<file path="src/rtl/imm_gen_stage.sv">
// imm_gen_stage: registered immediate generator for RV32/RV64 instructions.
// Accepts a raw 32-bit instruction plus an opaque tag over valid/ready,
// decodes the immediate format from the opcode and returns the immediate
// extended to XLEN bits one cycle later. A two-entry arrangement (output
// register + skid register) keeps full throughput while in_ready comes
// straight from a flop.
//
// Optional build macro: IMMGEN_ZIMM_EN
//   defined   -> SYSTEM opcodes with funct3 != 0 decode as type Z (CSR uimm,
//                zero-extended); SYSTEM with funct3 == 0 decodes as type I.
//   undefined -> every SYSTEM opcode is reported as illegal (type NONE).

module imm_gen_stage #(
    parameter int XLEN  = 32,
    parameter int TAG_W = 8
) (
    input  logic             clk,
    input  logic             reset,
    input  logic             in_valid,
    output logic             in_ready,
    input  logic [31:0]      in_instr,
    input  logic [TAG_W-1:0] in_tag,
    output logic             out_valid,
    input  logic             out_ready,
    output logic [XLEN-1:0]  out_imm,
    output logic [2:0]       out_type,
    output logic             out_illegal,
    output logic [TAG_W-1:0] out_tag
);

    // Immediate format encodings reported on out_type.
    localparam logic [2:0] TYPE_I    = 3'd0;
    localparam logic [2:0] TYPE_S    = 3'd1;
    localparam logic [2:0] TYPE_B    = 3'd2;
    localparam logic [2:0] TYPE_U    = 3'd3;
    localparam logic [2:0] TYPE_J    = 3'd4;
`ifdef IMMGEN_ZIMM_EN
    localparam logic [2:0] TYPE_Z    = 3'd5;
`endif
    localparam logic [2:0] TYPE_NONE = 3'd7;

    // Major opcodes that carry an immediate.
    localparam logic [6:0] OP_LOAD   = 7'b0000011;
    localparam logic [6:0] OP_IMM    = 7'b0010011;
    localparam logic [6:0] OP_JALR   = 7'b1100111;
    localparam logic [6:0] OP_STORE  = 7'b0100011;
    localparam logic [6:0] OP_BRANCH = 7'b1100011;
    localparam logic [6:0] OP_LUI    = 7'b0110111;
    localparam logic [6:0] OP_AUIPC  = 7'b0010111;
    localparam logic [6:0] OP_JAL    = 7'b1101111;
`ifdef IMMGEN_ZIMM_EN
    localparam logic [6:0] OP_SYSTEM = 7'b1110011;
`endif

    // Only 32- and 64-bit datapaths are meaningful; anything else stops elaboration.
    generate
        if (XLEN != 32 && XLEN != 64) begin : g_bad_xlen
            $error("imm_gen_stage: XLEN must be 32 or 64");
        end
    endgenerate

    // ------------------------------------------------------------------
    // Decode
    // ------------------------------------------------------------------
    logic [6:0]      dec_op;
    logic [31:0]     dec_imm32;
    logic            dec_sext;
    logic [2:0]      dec_type;
    logic            dec_illegal;
    logic [XLEN-1:0] dec_imm;

    assign dec_op = in_instr[6:0];

    // Select the immediate layout from the opcode; unknown opcodes yield a clean zero.
    always_comb begin
        dec_imm32   = '0;
        dec_sext    = 1'b0;
        dec_type    = TYPE_NONE;
        dec_illegal = 1'b1;
        case (dec_op)
            OP_LOAD, OP_IMM, OP_JALR: begin
                dec_imm32   = {{20{in_instr[31]}}, in_instr[31:20]};
                dec_sext    = 1'b1;
                dec_type    = TYPE_I;
                dec_illegal = 1'b0;
            end
            OP_STORE: begin
                dec_imm32   = {{20{in_instr[31]}}, in_instr[31:25], in_instr[11:7]};
                dec_sext    = 1'b1;
                dec_type    = TYPE_S;
                dec_illegal = 1'b0;
            end
            OP_BRANCH: begin
                dec_imm32   = {{19{in_instr[31]}}, in_instr[31], in_instr[7],
                               in_instr[30:25], in_instr[11:8], 1'b0};
                dec_sext    = 1'b1;
                dec_type    = TYPE_B;
                dec_illegal = 1'b0;
            end
            OP_LUI, OP_AUIPC: begin
                dec_imm32   = {in_instr[31:12], 12'b0};
                dec_sext    = 1'b1;
                dec_type    = TYPE_U;
                dec_illegal = 1'b0;
            end
            OP_JAL: begin
                dec_imm32   = {{11{in_instr[31]}}, in_instr[31], in_instr[19:12],
                               in_instr[20], in_instr[30:21], 1'b0};
                dec_sext    = 1'b1;
                dec_type    = TYPE_J;
                dec_illegal = 1'b0;
            end
`ifdef IMMGEN_ZIMM_EN
            OP_SYSTEM: begin
                dec_illegal = 1'b0;
                if (in_instr[14:12] != 3'b000) begin
                    // CSR immediate forms: the rs1 field is an unsigned 5-bit value.
                    dec_imm32 = {27'b0, in_instr[19:15]};
                    dec_sext  = 1'b0;
                    dec_type  = TYPE_Z;
                end else begin
                    dec_imm32 = {{20{in_instr[31]}}, in_instr[31:20]};
                    dec_sext  = 1'b1;
                    dec_type  = TYPE_I;
                end
            end
`endif
            default: begin
                dec_imm32   = '0;
                dec_sext    = 1'b0;
                dec_type    = TYPE_NONE;
                dec_illegal = 1'b1;
            end
        endcase
    end

    // Low word comes straight from the decoder; upper bits (RV64 only) replicate instr[31]
    // for sign-extended formats and stay zero for Z/NONE.
    assign dec_imm[31:0] = dec_imm32;
    generate
        for (genvar gi = 32; gi < XLEN; gi++) begin : g_ext
            assign dec_imm[gi] = dec_sext & in_instr[31];
        end
    endgenerate

    // ------------------------------------------------------------------
    // Output register + skid register
    // ------------------------------------------------------------------
    logic             out_valid_q,   out_valid_d;
    logic [XLEN-1:0]  out_imm_q,     out_imm_d;
    logic [2:0]       out_type_q,    out_type_d;
    logic             out_illegal_q, out_illegal_d;
    logic [TAG_W-1:0] out_tag_q,     out_tag_d;

    logic             skid_valid_q,   skid_valid_d;
    logic [XLEN-1:0]  skid_imm_q,     skid_imm_d;
    logic [2:0]       skid_type_q,    skid_type_d;
    logic             skid_illegal_q, skid_illegal_d;
    logic [TAG_W-1:0] skid_tag_q,     skid_tag_d;

    logic             in_ready_q, in_ready_d;
    logic             accept;
    logic             out_free;

    assign accept   = in_valid & in_ready_q;
    assign out_free = ~out_valid_q | out_ready;

    // Next-state for the two entries; the skid entry always drains ahead of new input.
    always_comb begin
        out_valid_d    = out_valid_q;
        out_imm_d      = out_imm_q;
        out_type_d     = out_type_q;
        out_illegal_d  = out_illegal_q;
        out_tag_d      = out_tag_q;
        skid_valid_d   = skid_valid_q;
        skid_imm_d     = skid_imm_q;
        skid_type_d    = skid_type_q;
        skid_illegal_d = skid_illegal_q;
        skid_tag_d     = skid_tag_q;

        if (out_free) begin
            if (skid_valid_q) begin
                out_valid_d   = 1'b1;
                out_imm_d     = skid_imm_q;
                out_type_d    = skid_type_q;
                out_illegal_d = skid_illegal_q;
                out_tag_d     = skid_tag_q;
                skid_valid_d  = accept;
                if (accept) begin
                    skid_imm_d     = dec_imm;
                    skid_type_d    = dec_type;
                    skid_illegal_d = dec_illegal;
                    skid_tag_d     = in_tag;
                end
            end else begin
                out_valid_d = accept;
                if (accept) begin
                    out_imm_d     = dec_imm;
                    out_type_d    = dec_type;
                    out_illegal_d = dec_illegal;
                    out_tag_d     = in_tag;
                end
            end
        end else if (accept) begin
            skid_valid_d   = 1'b1;
            skid_imm_d     = dec_imm;
            skid_type_d    = dec_type;
            skid_illegal_d = dec_illegal;
            skid_tag_d     = in_tag;
        end

        // Ready for the next cycle is simply "skid will be empty".
        in_ready_d = ~skid_valid_d;
    end

    // State registers with synchronous reset that drops every in-flight entry.
    always_ff @(posedge clk) begin
        if (reset) begin
            out_valid_q    <= 1'b0;
            out_imm_q      <= '0;
            out_type_q     <= TYPE_NONE;
            out_illegal_q  <= 1'b0;
            out_tag_q      <= '0;
            skid_valid_q   <= 1'b0;
            skid_imm_q     <= '0;
            skid_type_q    <= TYPE_NONE;
            skid_illegal_q <= 1'b0;
            skid_tag_q     <= '0;
            in_ready_q     <= 1'b1;
        end else begin
            out_valid_q    <= out_valid_d;
            out_imm_q      <= out_imm_d;
            out_type_q     <= out_type_d;
            out_illegal_q  <= out_illegal_d;
            out_tag_q      <= out_tag_d;
            skid_valid_q   <= skid_valid_d;
            skid_imm_q     <= skid_imm_d;
            skid_type_q    <= skid_type_d;
            skid_illegal_q <= skid_illegal_d;
            skid_tag_q     <= skid_tag_d;
            in_ready_q     <= in_ready_d;
        end
    end

    // The ready flop resets to 1 so the stage accepts on the first cycle after reset;
    // it is masked while reset is held so nothing is offered as accepted meanwhile.
    assign in_ready    = in_ready_q & ~reset;
    assign out_valid   = out_valid_q;
    assign out_imm     = out_imm_q;
    assign out_type    = out_type_q;
    assign out_illegal = out_illegal_q;
    assign out_tag     = out_tag_q;

endmodule

</file>
<file path="config.mk">
export PLATFORM = sky130hd
export DESIGN_NAME = imm_gen_stage
export DESIGN_NICKNAME = d
export VERILOG_FILES = /design/src/rtl/imm_gen_stage.sv
export SDC_FILE = /design/constraint.sdc
export NUM_CORES = 1
export LEC_CHECK = 0
export BUFFER_PORTS_ARGS = -buffer_cell sky130_fd_sc_hd__buf_4
export CORE_MARGIN = 4
export CORE_UTILIZATION = 45
export DETAILED_ROUTE_END_ITERATION = 16
export GPL_TIMING_DRIVEN = 0
export PLACE_DENSITY = 0.76
export SYNTH_ARGS = -nofsm -noshare
export SYNTH_HDL_FRONTEND = slang
export SYNTH_SLANG_ARGS = --single-unit
</file>
<file path="constraint.sdc">
create_clock -name clk -period 1.85 [get_ports clk]
set_clock_uncertainty 0.2 [all_clocks]
set_input_delay 0.37 -clock clk [delete_from_list [all_inputs] [get_ports clk]]
set_output_delay 0.37 -clock clk [all_outputs]
set_load 0.1 [all_outputs]
</file>
# --- Yosys cells after proc, flatten, opt, wreduce, memory -nomap -nowiden ---
# Index checks and enable logic that the tools add are counted.
word_totals:
  ff_bits: 91
  latchBits: 0
  mem_bits_rw: 0
  mem_bits_ro: 0
  out_inout_bits: 46
  wordCells: 58
  n_memories: 0
classes:
  n_addsub: 0
  mul: 0
  div: 0
  n_lt_le_gt_ge: 0
  eq_ne: 9
  shifts: 0
  mux: 27
  bitwise: 6
  reduce_logical: 5
op_table:
  columns: ["cell", "n"]
  rows:
  - ["$mux 32", 5]
  - ["$pmux 32 s5", 1]
  - ["$mux 8", 5]
  - ["$eq 7x7->1 const B", 3]
  - ["$mux 3", 5]
  - ["$pmux 3 s5", 1]
  - ["$eq 7x5->1 const B", 2]
  - ["$eq 7x6->1 const B", 2]
  - ["$mux 1", 10]
  - ["$reduce_or 8->1", 1]
  - ["$eq 7x2->1 const B", 1]
  - ["$not 1->1", 3]
  - ["$reduce_or 3->1", 1]
  - ["$and 1x1->1", 2]
  - ["$ne 2x2->1 const B", 1]
  - ["$reduce_and 2->1", 1]
  - ["$reduce_bool 2->1", 1]
  - ["$reduce_or 2->1", 1]
  - ["$or 1x1->1", 1]

# --- Longest topological paths before layout ---
depth:
  ltp_word: 6
  mapped_depth: 6
  depth_no_buf: 4

# --- Worst setup path before layout ---
# OpenSTA, ideal clock, no wires.
synth_timing:
  kind: "reg-to-reg"
  startpoint: "register out_valid_q, in the netlist out_valid"
  endpoint: "register skid_imm_q[14]"
  setup_ns: 0.086
  t_arrival_ns: 2.182
  t_required_ns: 1.564
  slack_ns: -0.617
  stages_incl_launch_ff: 7
  synth_period_minus_slack_ns: 2.467
  path_cell_list: "dfxtp_1 nand2b_1 a21oi_1 clkbuf_1 clkbuf_1 nor2_1 a211oi_1"
synth_via:
  elab_chain_len: 3
  word_cells_on_any_way: 4
synth_rtl:
  columns: ["element", "line", "rtl"]
  rows:
  - ["start, declared", "149", "logic out_valid_q, out_valid_d;"]
  - ["start signal, assigned", "231", "out_valid_q <= out_valid_d;"]
  - ["$not 1->1 *", "166", "assign out_free = ~out_valid_q | out_ready;"]
  - ["$or 1x1->1 *", "166", null]
  - ["$ne 2x2->1 (no line) or $mux 32 (tied branches)", null, null]
  - ["end signal, assigned", "237", "skid_imm_q <= skid_imm_d;"]
  - ["end, declared", "156", "logic [XLEN-1:0] skid_imm_q, skid_imm_d;"]
# Mark *: on every way between the ends. The rest lies on a longest branch, timed or not.
# A chain may end at the register's enable or synchronous reset.

# --- Worst setup path after layout ---
layout_timing:
  startpoint: "input port in_instr[5]"
  endpoint: "register out_imm_q[2], in the netlist out_imm[2]"
layout_via:
  elab_chain_len: 5
  word_cells_on_any_way: 13
layout_rtl:
  columns: ["element", "line", "rtl"]
  rows:
  - ["start, declared", "21", "input logic [31:0] in_instr,"]
  - ["$eq 7x2->1, or another cell as far along", "80", "case (dec_op)"]
  - ["$reduce_or 3->1 or $reduce_or 2->1 (tied branches)", null, null]
  - ["$pmux 32 s5 *", "80", null]
  - ["$mux 32 *", "197", "if (accept) begin"]
  - ["$mux 32 *", "182", "if (skid_valid_q) begin"]
  - ["end signal, assigned", "232", "out_imm_q <= out_imm_d;"]
  - ["end, declared", "150", "logic [XLEN-1:0] out_imm_q, out_imm_d;"]
# Mark *: on every way between the ends. The rest lies on a longest branch, timed or not. The select of a mux whose other input is x is not followed.

==> impl_metrics.sql <==
INSERT INTO impl_metrics (metric_group, metric, value, unit) VALUES
('global_route', 'largest_net_degree_at_the_start_of_global_routing', '16', ''),
('cts', 'worst_skew_pair.late_latency', '0.36', 'ns'),
('place', 'hpwl', '8794', 'µm'),
('worst_setup_path', 'crit_fanout', '8', ''),
('layout', 'antenna-diode-count', '0', ''),
('synthesis', 'synth_cell_type_count', '50', ''),
('synthesis', 'syn_avg_cell_area', '8.290', 'µm²'),
('worst_setup_path', 'path_cells', 'buf_4 > or4_4 > a21oi_4 > a221oi_1 > o41ai_1', ''),
('power_and_ir_drop', 'total_leakage_power', '0.001935', 'µW'),
('synthesis', 'synthMostInstantiatedCell', 'dfxtp_1', ''),
('cts', 'h-tree-depth', '3', ''),
('cts', 'cts.sinks', '91', ''),
('cts', 'cts.root.buffer_cell', 'clkbuf_8', ''),
('power_and_ir_drop', 'power.share.clock', '30.1', '%'),
('hold_path', 'timing.hold.worst.class', 'input port to flip-flop', ''),
('worst_setup_path', 'start_kind', 'input port', ''),
('global_route', 'grt_first_pass_wirelength', '19160', 'µm'),
('worst_setup_path', 'timing.setup.critical_path_class', 'input port to flip-flop', ''),
('sta', 'grt_setup_unrepaired', 'yes', ''),
('synthesis', 'synth-edff-count', '0', ''),
('sta', 'timing.final.crit_share', '98.35', '%'),
('run_status', 'status', 'complete, no violations', ''),
('floorplan', 'core.rowCount', '34', ''),
('synthesis', 'synth-seq-cells', '91', ''),
('synthesis', 'post-synth-top-area-cell', 'dfxtp_1', ''),
('worst_setup_path', 'worst_ep_required_time', '1.89', 'ns'),
('cts', 'cts_hold_buffers', '0', ''),
('synthesis', 'synth_cells', '481', ''),
('floorplan', 'die_area', '10430', 'µm²'),
('worst_setup_path', 'worstSetupStartpoint', 'in_instr[5]', ''),
('routing', 'post-route-drc-count', '0', ''),
('floorplan', 'floorplan.initialDensity', '45.95', '%'),
('global_route', 'grtUsageTotal', '23.37', '%'),
('power_and_ir_drop', 'peakVddDrop', '0.4553', 'mV'),
('power_and_ir_drop', 'seqPwrFrac', '43.9', '%'),
('synthesis', 'yosys-top-cells-count', '91 x dfxtp_1, 67 x nand2_1, 63 x nor2_1, 37 x a211oi_1, 31 x clkbuf_1', ''),
('floorplan', 'placeable_core_region', '8678', 'µm²'),
('cts', 'worst_setup_hold_path_clk_slew', '0.09', 'ns'),
('sta', 'timing_worst_slew_pin_value', '0.6853', 'ns'),
('synthesis', 'synth_sequential_area_ratio', '45.69', '%'),
('hold_path', 'min-delay-start', 'in_tag[6]', ''),
('routing', 'postRouteWirelength', '12120', 'µm'),
('cts', 'clockBufferDepth', '2', ''),
('sta', 'worst_slew_margin_rel', '54.23', '%'),
('sta', 'hold_viol', '0', ''),
('floorplan', 'dieWidth', '102.1', 'µm'),
('synthesis', 'yosysWarnings', '0', ''),
('job', 'drv.max_cap_violation_count', '0', ''),
('hold_path', 'worst_hold_path.num_cells', '3', ''),
('sta', 'fmax', '549.6', 'MHz'),
('power_and_ir_drop', 'pwr_density_cell', '940.2', 'nW/µm²'),
('global_route', 'overflow', '0', ''),
('synthesis', 'synthesis.area', '3988', 'µm²'),
('sta', 'timing.final.setup_violations', '0', ''),
('place', 'placed_area', '4823', 'µm²'),
('global_route', 'antenna_found_initial', '0', ''),
('sta', 'fin_worst_hold_slack', '0.06048', 'ns'),
('layout', 'nNetsFinal', '626', ''),
('synthesis', 'synthesis.nets', '525', ''),
('cts', 'cts_tree', 'built', ''),
('sta', 'timing_max_transition_violations_final', '0', ''),
('power_and_ir_drop', 'switching_share', '35.20', '%'),
('worst_setup_path', 'r2r_cells', '6', ''),
('routing', 'drt_iter0_markers', '228', ''),
('layout', 'finish.instance_area', '5170', 'µm²'),
('global_route', 'grt_pass1_vias', '3873', ''),
('synthesis', 'netlist_top_cells_area', 'dfxtp_1 46%, a211oi_1 7.0%, nand2_1 6.3%', ''),
('worst_setup_path', 'worst_path_max_delay_cell', 'or4_4', ''),
('worst_setup_path', 'biggest_cell_delay_along_the_critical_path', '0.54', 'ns'),
('synthesis', 'ys.flop_type', 'dfxtp_1', ''),
('worst_setup_path', 'r2r_slack', '0.07', 'ns');
==> cells by family after synthesis <==
group / Yosys count / synth area share [%]
simple gates: 197 / 22.59
compound gates: 139 / 24.98
flops: 91 / 45.69
buf+inv: 45 / 4.455
mux: 9 / 2.291
==> worst max-delay path: cells and delay by family <==
kind | cells | cell delay [ns]
AND/OR/NAND/NOR | 1 | 0.54
buffers and inverters | 1 | 0.15
AO/OA/AOI/OAI | 3 | 0.80
==> layout make-up <==
cell class / instances / area [µm²]
Sequential cell: 91 / 1826
Clock buffer: 11 / 162.7
Timing Repair Buffer: 90 / 675.6
Multi-Input combinational cell: 345 / 2086
Buffer: 40 / 211.5
Fill cell: 805 / 3508
Inverter: 5 / 18.77
Tap cell: 108 / 135.1
Clock inverter: 4 / 55.05
==> sequential cells by signal (all words and copies together), names as in the netlist, 3 cells and up <==
register	count
out_imm	32
skid_tag_q	8
skid_type_q	3
out_type	3
out_tag	8
skid_imm_q	32
==> metrics by stage <==
step                      TNS (ns)  setup slack, ns  cells  utilization [%]
final                            0          0.03057    694            59.57
after global routing       -0.1767         -0.03896    694            59.57
after CTS                        0        0.0003808    693            58.62
after detailed placement    -26.33          -0.5600    678            55.58
after global placement      -22.77          -0.5361    678            55.58
after floorplan                  0         0.008523    481                -
==> routing by layer <==
layer | vias up | global-route usage [%] | part of all wire (%)
met1 | 1902 | 31.50 | 43
li1 | 1956 | - | -
met2 | 165 | 38.43 | 48
met5 | - | 0 | 0
met3 | 20 | 4.096 | 7.4
met4 | 0 | 6.963 | 1.5
==> power groups by stage <==
stage	logic [µW]	clock network (µW)	registers (µW)
finish	1260	1460	2140
global route	1320	1560	2150
CTS	1240	1480	2140
detailed placement	1220	0	2180
global placement	1210	0	2180
floorplan	351	0	2710
==> timing repair <==
item                                    in CTS  in global routing
endpoints found under the setup margin      78                 74
cloned                                       0                  0
buffers inserted                             0                  1
pin swaps                                    0                  2
gates resized for setup                     20                 39
==> final timing paths <==
kind | endpoint
worst max-delay path | out_imm[2]$_SDFFE_PP0P_
worst min-delay path | skid_tag_q[6]$_SDFFE_PP0P_
worst max register to register | out_imm[17]$_SDFFE_PP0P_
worst min register to register | skid_imm_q[9]$_SDFFE_PP0P_
==> placed cells by master, fill, tap and decap left out, types with 5 or more instances in the layout <==
master | netlist | layout
nand2_1 | 67 | 67
clkbuf_1 | 31 | 11
a221oi_1 | 17 | 17
buf_4 | 0 | 94
dfxtp_1 | 91 | 90
nor2_1 | 63 | 61
clkbuf_8 | 0 | 10
nand3_1 | 28 | 28
clkbuf_2 | 0 | 11
o21ai_1 | 6 | 5
mux2i_1 | 8 | 8
a311oi_1 | 11 | 11
nand3b_1 | 7 | 7
nor3_1 | 8 | 6
clkbuf_4 | 0 | 6
o21ai_0 | 12 | 12
buf_2 | 7 | 8
a211oi_1 | 37 | 37
a21oi_1 | 29 | 28
Power figures use the tool's default switching activity.
